<file path="src/rtl/mem_port_arbiter.sv">
`default_nettype none
// +--------------------------------------------------------------------------+
// | mem_port_arbiter: one single-port SRAM shared by fetch and data ports.   |
// | Rev 1.0 - initial release                                                |
// +--------------------------------------------------------------------------+
module mem_port_arbiter #(
  parameter int DATA_WIDTH   = 32,
  parameter int BUS_WIDTH    = 32,
  parameter int STARVE_LIMIT = 4
) (
  input  logic                  clk,
  input  logic                  rst,
  input  logic                  if_req,
  input  logic [BUS_WIDTH-1:0]  if_addr,
  output logic [DATA_WIDTH-1:0] if_rdata,
  output logic                  if_valid,
  output logic                  hold_if,
  input  logic                  mem_req,
  input  logic                  mem_we,
  input  logic [BUS_WIDTH-1:0]  mem_addr,
  input  logic [DATA_WIDTH-1:0] mem_wdata,
  output logic [DATA_WIDTH-1:0] mem_rdata,
  output logic                  mem_valid,
  output logic                  hold_mem,
  output logic                  sram_en,
  output logic                  sram_we,
  output logic [BUS_WIDTH-1:0]  sram_addr,
  output logic [DATA_WIDTH-1:0] sram_wdata,
  input  logic [DATA_WIDTH-1:0] sram_rdata
);

  localparam logic [3:0] c_starve_limit = 4'(STARVE_LIMIT);

  typedef enum logic [1:0] {
    ST_IDLE    = 2'd0,
    ST_RESP_IF = 2'd1,
    ST_RESP_LD = 2'd2,
    ST_RESP_ST = 2'd3
  } state_t;

  state_t     state_q, state_d;
  logic [3:0] starve_cnt_q, starve_cnt_d;
  logic       w_grant_if, w_grant_mem, w_starved;

  // A zero limit disables the fairness override entirely.
  assign w_starved = (c_starve_limit != 4'd0) && (starve_cnt_q == c_starve_limit);

  always_comb begin
    w_grant_if  = 1'b0;
    w_grant_mem = 1'b0;
    if (!rst) begin
      if (if_req && mem_req) begin
        w_grant_if  = w_starved;
        w_grant_mem = ~w_starved;
      end else begin
        w_grant_if  = if_req;
        w_grant_mem = mem_req;
      end
    end
  end

  assign hold_if    = if_req & ~w_grant_if;
  assign hold_mem   = mem_req & ~w_grant_mem;
  assign sram_en    = w_grant_if | w_grant_mem;
  assign sram_we    = w_grant_mem & mem_we;
  assign sram_addr  = w_grant_mem ? mem_addr : (w_grant_if ? if_addr : '0);
  assign sram_wdata = (w_grant_mem & mem_we) ? mem_wdata : '0;

  always_comb begin
    starve_cnt_d = starve_cnt_q;
    if (!if_req || w_grant_if) begin
      starve_cnt_d = 4'd0;
    end else if (hold_if && (starve_cnt_q < c_starve_limit)) begin
      starve_cnt_d = starve_cnt_q + 4'd1;
    end
  end

  always_comb begin
    state_d   = ST_IDLE;
    if_valid  = 1'b0;
    if_rdata  = '0;
    mem_valid = 1'b0;
    mem_rdata = '0;
    if (w_grant_if) begin
      state_d = ST_RESP_IF;
    end else if (w_grant_mem) begin
      state_d = mem_we ? ST_RESP_ST : ST_RESP_LD;
    end
    case (state_q)
      ST_RESP_IF: begin
        if_valid = 1'b1;
        if_rdata = sram_rdata;
      end
      ST_RESP_LD: begin
        mem_valid = 1'b1;
        mem_rdata = sram_rdata;
      end
      ST_RESP_ST: mem_valid = 1'b1;
      default: ;
    endcase
  end

  always_ff @(posedge clk) begin
    if (rst) begin
      state_q      <= ST_IDLE;
      starve_cnt_q <= 4'd0;
    end else begin
      state_q      <= state_d;
      starve_cnt_q <= starve_cnt_d;
    end
  end

endmodule
`default_nettype wire
</file>
<file path="config.mk">
export PLATFORM = sky130hd
export DESIGN_NAME = mem_port_arbiter
export DESIGN_NICKNAME = d
export VERILOG_FILES = /design/src/rtl/mem_port_arbiter.sv
export SDC_FILE = /design/constraint.sdc
export NUM_CORES = 1
export LEC_CHECK = 0
export ABC_AREA = 1
export CORE_AREA = 3 3 103 105
export CTS_BUF_LIST = sky130_fd_sc_hd__clkbuf_4 sky130_fd_sc_hd__clkbuf_8
export CTS_CLUSTER_SIZE = 28
export DETAILED_ROUTE_END_ITERATION = 8
export DIE_AREA = 0 0 106 108
export GPL_TIMING_DRIVEN = 0
export HOLD_SLACK_MARGIN = 0.12
export PLACE_DENSITY = 0.7
export REMOVE_ABC_BUFFERS = 1
export SYNTH_ARGS = -nofsm -noshare
export SYNTH_HDL_FRONTEND = slang
export SYNTH_SLANG_ARGS = --single-unit
export TNS_END_PERCENT = 100
</file>
<file path="constraint.sdc">
create_clock -name clk -period 2.1 [get_ports clk]
set_clock_uncertainty 0.2 [all_clocks]
set_input_delay 0.42 -clock clk [delete_from_list [all_inputs] [get_ports clk]]
set_output_delay 0.42 -clock clk [all_outputs]
set_load 0.05 [all_outputs]
</file>
==> summary.md <==
| Metric | Value |
|---|---|
| Tot Pwr | `between 1.5 and 2 mW` |
| Max incr delay on CP | `approximately 0.32 ns` |
| Worst Hold Class | `reg -> reg` |
| DR pass1 iterations | `5` |
| Pint | `just under 0.8 mW` |
| Ys Warns | `0` |
| Die width | `around 110 um` |
| Worst skew pair latency | `0.22 ns` |
| Slowest-stage cell, CP | `dfxtp_2` |
| # IOs | `between 200 and 300` |
| Final setup fails | `about 70` |
| Final hold vios | `0` |
| Combinational power share | `0.806` |
| Remaining global-route overflow | `0` |
| Crit Path Class | `reg -> out` |
| CTS tree | `done` |
| DR WL/cell | `15.0 um` |
| Share of cells above drive strength 1 | `0.456` |
| R2R setup slack | `-0.08 ns` |
| Clock share of power | `0.113` |
| RSZ-0062 raised after global routing | `true` |
| Switch Pwr | `roughly 0.76 mW` |
| Nets@finish | `about 700` |
| Placed cell count | `about 640` |
| Largest net degree at the start of global routing | `33` |
| Syn avg cell area | `between 5 and 6 um2` |
| Vias | `roughly 2800` |
| # diodes | `0` |
| CTS Sinks | `6` |
| Setup TNS | `-12.93 ns` |
| Least-Margin Pin Slew | `approximately 0.67 ns` |
| Longest Clk Path Bufs | `2` |
| VDD IR max | `approximately 0.18 mV` |
| Starting density of the core | `0.141` |
| Worst rel slew slack | `0.556` |
| Drt initial violations | `126` |
| Startpoint types | `flip-flop` |
| Initial antenna violation count | `1` |
| Routability congestion estimate from global placement | `0.689` |
| Signal arrival time at the worst endpoint | `roughly 1.7 ns` |
| Htree depth | `1` |
| First-pass GRT wire length | `approximately 15 mm` |
| Final std cells w/o fill | `683` |
| Hpwl dp | `7.01 mm` |
| Core Area | `~9700 um2` |
| Most frequent cells in the layout | `clkdlybuf4s50_1 (128), buf_6 (93), inv_1 (68)` |
| PD cells | `approximately 300 nW/um2` |
| Critical path capture point type | `primary output` |
| Mapped Cells | `about 250` |
| Outcome | `finished with violations` |
| Die Area | `~11000 um2` |
| Failing checks | `setup timing` |
| Peak Freq | `423 MHz` |
| Area Overhead vs Synth | `271%` |
| Post-layout util | `0.521` |
| Worst endpoint required time | `1.48 ns` |
| DR vias/cell | `approximately 4.1` |
| Period utilisation layout | `1.13` |
| Seq/Total Area, Yosys | `0.0878` |
| FF+latch count, synth | `6` |
| Reg power frac | `0.080` |
| Setup WS post-layout | `-0.263 ns` |
| Slew Limit Fails | `0` |
| Clock transition at path regs | `about 0.04 ns` |
| Remaining DRCs | `0` |
| Netlist cell types | `19` |
| Pre-CTS WS | `-1.43 ns` |
| Max Cap Viol | `0` |
| Gr usage total | `0.159` |
| TritonCTS Buffers | `3` |
| Pleak | `around 2.4 nW` |
| Sw Ratio | `0.494` |
| Input/output buffers | `~270` |
| Vias in the first global route | `between 2000 and 3000` |
| Worst-path maximum fanout | `4` |
| DRT antenna net count | `0` |
| Total Wirelength | `about 10 mm` |
| Core Rows | `36` |
| Most common cell after layout, fill and taps aside | `clkdlybuf4s50_1` |
| Die height | `108 um` |
| Min Tclk post-route | `2.36 ns` |
| CTS Hold Bufs | `0` |
| Clk root buf | `clkbuf_8` |
| Worst-path cell chain | `inv_2 -> ha_4 -> nand2_2 -> inv_2 -> nand2_4 -> nand3_4 -> inv_12 -> buf_12 -> buf_12 -> a22o_1 -> buf_6` |
| Post-Syn Area | `between 1000 and 1500 um2` |
worst paths after layout:
| path | startpoint | endpoint | cells after the start |
|---|---|---|---|
| max reg2reg | starve_cnt_q[0] | starve_cnt_q[0] | 15 |
| min reg2reg | starve_cnt_q[3] | starve_cnt_q[3] | 2 |
| max | starve_cnt_q[0] | sram_addr[24] | 11 |
| min | starve_cnt_q[3] | starve_cnt_q[3] | 2 |
per-stage QoR:
| step | area (um2) | hold slack, ns |
|---|---|---|
| global placement | 4060 | 0.233 |
| detailed placement | 4060 | 0.240 |
| floorplan | 1230 | 0.222 |
| CTS | 4800 | 0.246 |
| global route | 5070 | 0.303 |
| finish | 5070 | 0.244 |
state kept, by name (all words and copies together) (netlist names):
register	cells
starve_cnt_q	4
state_q	2
power groups by stage:
stage	Combinational (mW)	Clock (mW)	Sequential, mW
CTS	1.18	0.181	0.123
detailed placement	1.04	0	0.123
global route	1.30	0.188	0.124
finish	1.24	0.174	0.124
global placement	1.04	0	0.123
floorplan	0.537	0	0.126
routing by layer:
| layer | GRT usage | routed length [um] |
|---|---|---|
| met4 | 0.0194 | 112 |
| met3 | 0.0633 | 1200 |
| met1 | 0.160 | 3520 |
| met2 | 0.314 | 5390 |
| met5 | 0 | 13 |
cells in the mapped netlist, drive strengths merged:
cell type / instances / area [um2]
nor2: 105 / 394
inv: 76 / 288
a22o: 32 / 280
nand2: 10 / 57.6
buf: 9 / 113
clkbuf: 7 / 26.3
dfxtp: 6 / 120
ha: 2 / 25.0
nand3: 2 / 22.5
a21oi: 1 / 8.76
clkinv: 1 / 8.76
nand4: 1 / 6.26
o2111ai: 1 / 8.76
xor2: 1 / 8.76
critical path, delay by kind of cell, from the launching register on:
family          cells  cell delay (ns)
flops               1             0.32
compound gates      1             0.25
simple gates        3             0.23
fa+ha+maj           1             0.13
buf+inv             6             0.58
cell type report:
| cell class | count | area [um2] |
|---|---|---|
| flip-flops and latches | 6 | 123 |
| repair buffers | 298 | 3100 |
| multi-input cells | 158 | 1220 |
| repair inverters | 8 | 105 |
| inverters | 77 | 323 |
| well taps | 133 | 166 |
| clock buffers | 3 | 41.3 |
| fillers | 900 | 4660 |
kinds of logic (layout without fill, tap and decap cells):
group                    Yosys count  count (layout)  synth area share
AO/OA/AOI/OAI                     34              34             0.218
XOR/XNOR                           1               1           0.00641
adder cells (fa/ha/maj)            2               2            0.0183
buffers and inverters             93             386             0.318
flip-flops                         6               6            0.0878
AND/OR/NAND/NOR                  118             121             0.351
repair_timing:
item                                    4_1_cts  5_1_grt
endpoints found under the setup margin      133      132
cloned                                        9        2
gates resized for setup                     846      152
pin swaps                                     5        9
buffers inserted                             30        3
Note: power is estimated with default switching activity, not from simulation.
